`src/rtl/ptb_word_packer_if.sv`:
```
// ---------------------------------------------------------------------------
// ptb_word_packer_if
// Bundles the bit-stream input, the clear strobe and the word-level
// valid/ready output side of ptb_word_packer.
//   i_ptb, i_ptb_valid : serial PTB bit and its single-cycle qualifier
//   i_clear            : synchronous clear of all packer state
//   o_word, o_word_valid, i_word_ready : FIFO head word handshake
//   o_level            : FIFO occupancy (0..DEPTH)
//   o_overflow         : sticky "a completed word was dropped"
//   o_drop_count       : saturating count of dropped words
// Modport slave is the packer's view; master is the surrounding logic's view.
// ---------------------------------------------------------------------------
interface ptb_word_packer_if #(
    parameter int WIDTH = 8,
    parameter int DEPTH = 4,
    parameter int CNT_W = 8
);
    localparam int LVL_W = $clog2(DEPTH + 1);

    logic              i_ptb;
    logic              i_ptb_valid;
    logic              i_clear;
    logic              i_word_ready;
    logic [WIDTH-1:0]  o_word;
    logic              o_word_valid;
    logic [LVL_W-1:0]  o_level;
    logic              o_overflow;
    logic [CNT_W-1:0]  o_drop_count;

    modport slave (
        input  i_ptb, i_ptb_valid, i_clear, i_word_ready,
        output o_word, o_word_valid, o_level, o_overflow, o_drop_count
    );

    modport master (
        output i_ptb, i_ptb_valid, i_clear, i_word_ready,
        input  o_word, o_word_valid, o_level, o_overflow, o_drop_count
    );
endinterface

```
`src/rtl/ptb_word_packer.sv`:
```
// ---------------------------------------------------------------------------
// ptb_word_packer
// Packs the serial PTB LFSR bit stream MSB-first into WIDTH-bit words and
// buffers them in a DEPTH-entry FIFO presented on a valid/ready handshake.
// Words completing while the FIFO is full (and not being popped) are dropped,
// flagged on a sticky overflow bit and counted in a saturating counter.
// Ports:
//   clk   : system clock, all state on rising edge
//   rst_n : asynchronous active-low reset
//   bus   : ptb_word_packer_if.slave (bit input, clear, word handshake,
//           level, overflow and drop count)
// ---------------------------------------------------------------------------
module ptb_word_packer #(
    parameter int WIDTH = 8,
    parameter int DEPTH = 4,
    parameter int CNT_W = 8
) (
    input  logic               clk,
    input  logic               rst_n,
    ptb_word_packer_if.slave   bus
);
    localparam int PTR_W = $clog2(DEPTH);
    localparam int LVL_W = $clog2(DEPTH + 1);
    localparam int BC_W  = $clog2(WIDTH);

    localparam logic [BC_W-1:0]  LAST_BIT = BC_W'(WIDTH - 1);
    localparam logic [LVL_W-1:0] FULL_LVL = LVL_W'(DEPTH);

    logic [WIDTH-1:0] r_sr;
    logic [BC_W-1:0]  r_bitcnt;
    logic [WIDTH-1:0] r_mem [DEPTH];
    logic [PTR_W-1:0] r_wr_ptr;
    logic [PTR_W-1:0] r_rd_ptr;
    logic [LVL_W-1:0] r_level;
    logic             r_overflow;
    logic [CNT_W-1:0] r_drop_cnt;

    logic [WIDTH-1:0] w_word;
    logic             w_complete;
    logic             w_full;
    logic             w_pop;
    logic             w_push;
    logic             w_drop;

    // Shifted value including the current bit; equals the completed word
    // when the counter sits on the last bit position.
    assign w_word     = {r_sr[WIDTH-2:0], bus.i_ptb};
    assign w_complete = bus.i_ptb_valid && (r_bitcnt == LAST_BIT);
    assign w_full     = (r_level == FULL_LVL);

    // Clear suppresses every FIFO side effect in its cycle.
    assign w_pop  = !bus.i_clear && (r_level != '0) && bus.i_word_ready;
    // A pop in the same cycle frees the slot, so a full FIFO still accepts.
    assign w_push = !bus.i_clear && w_complete && (!w_full || w_pop);
    assign w_drop = !bus.i_clear && w_complete && w_full && !w_pop;

    always_ff @(posedge clk or negedge rst_n) begin
        if (!rst_n) begin
            r_sr       <= '0;
            r_bitcnt   <= '0;
            r_wr_ptr   <= '0;
            r_rd_ptr   <= '0;
            r_level    <= '0;
            r_overflow <= 1'b0;
            r_drop_cnt <= '0;
        end else if (bus.i_clear) begin
            r_sr       <= '0;
            r_bitcnt   <= '0;
            r_wr_ptr   <= '0;
            r_rd_ptr   <= '0;
            r_level    <= '0;
            r_overflow <= 1'b0;
            r_drop_cnt <= '0;
        end else begin
            if (bus.i_ptb_valid) begin
                r_sr     <= w_word;
                r_bitcnt <= w_complete ? '0 : r_bitcnt + 1'b1;
            end
            // Pointers wrap naturally because DEPTH is a power of two.
            if (w_push) r_wr_ptr <= r_wr_ptr + 1'b1;
            if (w_pop)  r_rd_ptr <= r_rd_ptr + 1'b1;
            case ({w_push, w_pop})
                2'b10:   r_level <= r_level + 1'b1;
                2'b01:   r_level <= r_level - 1'b1;
                default: r_level <= r_level;
            endcase
            if (w_drop) begin
                r_overflow <= 1'b1;
                if (r_drop_cnt != '1) r_drop_cnt <= r_drop_cnt + 1'b1;
            end
        end
    end

    // Storage carries no reset; occupancy alone decides what is visible.
    // In the full push+pop case wr_ptr == rd_ptr, and overwriting the entry
    // being popped is exactly what is wanted.
    always_ff @(posedge clk) begin
        if (w_push) r_mem[r_wr_ptr] <= w_word;
    end

    assign bus.o_word       = (r_level != '0) ? r_mem[r_rd_ptr] : '0;
    assign bus.o_word_valid = (r_level != '0);
    assign bus.o_level      = r_level;
    assign bus.o_overflow   = r_overflow;
    assign bus.o_drop_count = r_drop_cnt;
endmodule

```
`src/flat_wrapper.sv`:
```
// flat-port wrapper written by rule: the top's interface ports become plain ports
module ptb_word_packer_flat 
#(
    parameter int WIDTH = 8,
    parameter int DEPTH = 4,
    parameter int CNT_W = 8
)
  (clk, rst_n, bus_i_ptb, bus_i_ptb_valid, bus_i_clear, bus_i_word_ready, bus_o_word, bus_o_word_valid, bus_o_level, bus_o_overflow, bus_o_drop_count);
  ptb_word_packer_if #(.WIDTH(WIDTH), .DEPTH(DEPTH), .CNT_W(CNT_W)) bus_i ();
  input  logic clk;
  input  logic rst_n;
  input wire logic [$bits(bus_i.i_ptb)-1:0] bus_i_ptb;
  input wire logic [$bits(bus_i.i_ptb_valid)-1:0] bus_i_ptb_valid;
  input wire logic [$bits(bus_i.i_clear)-1:0] bus_i_clear;
  input wire logic [$bits(bus_i.i_word_ready)-1:0] bus_i_word_ready;
  output wire logic [$bits(bus_i.o_word)-1:0] bus_o_word;
  output wire logic [$bits(bus_i.o_word_valid)-1:0] bus_o_word_valid;
  output wire logic [$bits(bus_i.o_level)-1:0] bus_o_level;
  output wire logic [$bits(bus_i.o_overflow)-1:0] bus_o_overflow;
  output wire logic [$bits(bus_i.o_drop_count)-1:0] bus_o_drop_count;
  assign bus_i.i_ptb = bus_i_ptb;
  assign bus_i.i_ptb_valid = bus_i_ptb_valid;
  assign bus_i.i_clear = bus_i_clear;
  assign bus_i.i_word_ready = bus_i_word_ready;
  assign bus_o_word = bus_i.o_word;
  assign bus_o_word_valid = bus_i.o_word_valid;
  assign bus_o_level = bus_i.o_level;
  assign bus_o_overflow = bus_i.o_overflow;
  assign bus_o_drop_count = bus_i.o_drop_count;
  ptb_word_packer #(.WIDTH(WIDTH), .DEPTH(DEPTH), .CNT_W(CNT_W)) u_core (.clk(clk), .rst_n(rst_n), .bus(bus_i));
endmodule
```
`config.mk`:
```
export PLATFORM = sky130hd
export DESIGN_NAME = ptb_word_packer_flat
export DESIGN_NICKNAME = d
export VERILOG_FILES = /design/src/rtl/ptb_word_packer_if.sv /design/src/rtl/ptb_word_packer.sv /design/src/flat_wrapper.sv
export SDC_FILE = /design/constraint.sdc
export NUM_CORES = 1
export LEC_CHECK = 0
export ABC_AREA = 0
export ABC_CLOCK_PERIOD_IN_PS = 5000
export BUFFER_PORTS_ARGS = -buffer_cell sky130_fd_sc_hd__clkbuf_2
export CAP_MARGIN = 15
export CORE_MARGIN = 2
export CORE_UTILIZATION = 50
export DETAILED_ROUTE_END_ITERATION = 10
export GPL_TIMING_DRIVEN = 0
export HOLD_SLACK_MARGIN = 0.1
export PLACE_DENSITY_LB_ADDON = 0.3
export SYNTH_ARGS = -nofsm -noshare
export SYNTH_HDL_FRONTEND = slang
export SYNTH_SLANG_ARGS = --single-unit
```
`constraint.sdc`:
```
create_clock -name clk -period 5 [get_ports clk]
set_input_delay 0.5 -clock clk [delete_from_list [all_inputs] [get_ports clk]]
set_output_delay 0.5 -clock clk [all_outputs]
set_load 0.05 [all_outputs]
```
==> flow_summary_export.csv <==
group,metric,value,unit
die,die_area,5890,um2
synth,synth_top_area_cell,"edfxtp_1",
timing,fin_tns_setup,0,ns
global_routing,antenna_found_initial,0,
layout,instances_no_fill,311,
layout,final_cell_area,3030,um2
cts,ctsHtreeMaxLevel,3,
setup_path,crit_arrival,2.70,ns
pwr,leakagePower,1.21,nW
global_routing,grt_pass1_vias,1631,
synth,synth_top_area_share,36.3,%
setup_path,cp_max_fo,10,
synth,synth_adder_area_share,4.07,%
layout,drive_above_1_share,21.6,%
synth,synth.area.mux_share,11.0,%
run,maxCapViolations,0,
cts,clk_latency,0.33,ns
synth,synth_compound_area_share,6.67,%
cts,numCtsBuffers,9,
timing,finalHoldViolations,0,
timing,rsz0062_at_grt,"no",
cts,cts_tree,"yes",
synth,synth_seq_cells,58,
synth,syn-num-nets,214,
setup_path,crit_type,"flop to flop",
setup_path,timing.critical_path.slowest_stage_cell,"fa_1",
layout,area_delta_synth_final,14.7,%
setup_path,critPathRequiredTime,5.24,ns
timing,slew_violations,0,
global_routing,grt.overflow.total,0,
timing,tightestPinTransition,0.717,ns
route,drt_iter0_markers,102,
die,die_h,76.7,um
timing,clock_skew,0.00845,ns
route,viasPerCell,5.36,
placed_design,portBuffers,25,
min_path,holdCritPathClass,"primary input to async pin",
timing,slew_headroom,52.2,%
synth,synth.distinct_cells,37,
die,die_w,76.7,um
route,via_count,1668,
synth,async_flop_share,44.8,%
synth,synth_edf_count,32,
cts,cts_resized,0,
cts,root_buffer,"clkbuf_8",
synth,yosysSeqAreaShare,61.0,%
pwr,vdd_drop_max,0.000138,V
pwr,power.total,902,uW
timing,max_freq,408,MHz
layout,fillers,426,
timing,finalSetupViolCount,0,
setup_path,cp-start-kind,"flop",
synth,netlist_area,2640,um2
route,drc,0,
global_routing,grt_pass1_wl,7.68,mm
synth,synth.area.top_cells,"edfxtp_1 (36%), dfrtp_1 (25%), mux4_2 (6.8%)",
die,top_level_ports,27,
cts,worst_setup_hold_path_clk_slew,0.06,ns
layout,fin_util,59.4,%
synth,syn_avg_cell_area,13.2,um2
route,ant_nets,0,
placed_design,placed_area,2860,um2
setup_path,worstSetupEndpointType,"flop",
die,coreArea,5110,um2
die,rows,26,
cts,post-cts-setup-buffer-count,0,
pwr,power_density,297,nW/um2
placed_design,dp_hpwl,2.98,mm
layout,nets,250,
cts,hold_buffers,0,
synth,synth_xor_area_share,1.33,%
status,status,"completed",
synth,ys_warn_count,0,
global_routing,grt_start_max_net_pins,27,
placed_design,gp_congestion,0.757,
setup_path,max_stage_delay,0.44,ns
route,finalWirelength,4.54,mm
synth,postSynthCellCount,200,
placed_design,dp.cells,295,
route,wl_per_cell,14.6,um
setup_path,crit_chain,"buf_2 > or3_1 > clkbuf_1 > nand2_1 > nor3b_1 > fa_1 > inv_1 > o21ai_0 > a31o_2 > a31oi_1",
die,start_util,51.8,%
timing,period_share,49.0,%
synth,synth_top_family_by_area,"simple AND/OR/NAND/NOR gates",
cts,cts_max_path_buffers,2,
synth,ys.flop_type,"edfxtp_1",
layout,diodes,0,
route,drtPass1Iterations,4,
cts,clkSinkCount,58,
global_routing,grt_usage,17.4,%
synth,synthSimpleGateAreaFrac,13.3,%
timing,period_needed,2.45,ns
-- cells in the final DEF, fill, tap and decap left out, drive strengths merged, types with 7 or more instances in the layout --
master,Yosys,layout
a21oi,10,10
and2,13,13
clkbuf,5,44
dfrtp,26,26
edfxtp,32,32
ha,7,7
inv,7,7
mux2i,10,10
mux4,8,8
nand2,7,7
nor2,16,16
o21ai,10,10
-- metal layers --
metal  up-vias  share of wire [%]  GRT usage (%)
met5         -                  0              0
met4         0                2.8           11.8
met1       796                 46           21.1
met2        47                 48           28.1
met3        14                3.8           3.65
li1        811                  -              -
-- flip-flops by register name, indices dropped and copies added, names as in the netlist --
name,cells
u_core.r_sr,7
u_core.bus.o_level,3
u_core.bus.o_drop_count,8
u_core.r_rd_ptr,2
u_core.bus.o_overflow,1
u_core.r_wr_ptr,2
u_core.r_mem,32
u_core.r_bitcnt,3
-- worst max-delay path, delay by kind of cell (launching register included) --
family	cells	cell delay, ns
AND/OR/NAND/NOR	3	0.62
buffers and inverters	3	0.50
AO/OA/AOI/OAI	3	0.45
adder cells (fa/ha/maj)	1	0.44
flip-flops	1	0.37
-- synth_stat cells (2+ instances only) --
master and number:
a21oi_1 10, and2_1 13, buf_1 3, buf_2 3
clkbuf_1 5, dfrtp_1 26, edfxtp_1 32, ha_1 7
inv_1 7, mux2i_1 10, mux4_2 8, nand2_1 7
nand3_1 6, nand3b_1 2, nand4_1 2, nor2_1 16
nor2b_1 4, nor3_1 4, o21ai_0 10, o31ai_1 3
or3_1 3, or4_1 2, xor2_1 3
-- area by class of cell --
| class | count | area [um2] | area share [%] |
|---|---|---|---|
| inverter | 7 | 26.3 | 0.867 |
| clock inverter | 2 | 12.5 | 0.413 |
| sequential | 58 | 1610 | 53.2 |
| buffer | 11 | 45.0 | 1.49 |
| multi-input combinational | 124 | 961 | 31.7 |
| tap | 70 | 87.6 | 2.89 |
| timing repair buffer | 25 | 125 | 4.13 |
| clock buffer | 14 | 163 | 5.37 |
-- worst paths after layout --
kind / start / end / slack (ns) / cells after the start
max: u_core.bus.o_level[2] / u_core.bus.o_level[2] / 2.55 / 10
min: rst_n / u_core.bus.o_level[1] / 0.20 / 1
max reg2reg: u_core.bus.o_level[2] / u_core.bus.o_level[2] / 2.55 / 10
min reg2reg: u_core.bus.o_overflow / u_core.bus.o_overflow / 0.52 / 2
max in group asynchronous: rst_n / u_core.bus.o_drop_count[7] / 4.37 / 1
min in group clk: bus_i_ptb / u_core.r_mem[0][0] / 0.42 / 1
-- cell families after synthesis --
logic type / after synthesis
simple gates: 63
flops: 58
compound gates: 30
mux: 19
buf+inv: 18
fa+ha+maj: 8
xor+xnor: 4
-- power breakdown --
group	switching, mW	internal (mW)
Combinational	0.0156	0.00688
Sequential	0.00232	0.505
Clock	0.165	0.206
-- stage by stage --
stage          hold slack, ns  setup WS, ns
2_1_floorplan           0.204          2.21
3_3_place_gp            0.509          2.56
3_5_place_dp            0.506          2.53
4_1_cts                 0.209          2.52
5_1_grt                 0.244          2.37
6_report                0.196          2.55
No activity file was read; power rests on OpenSTA's default activity.
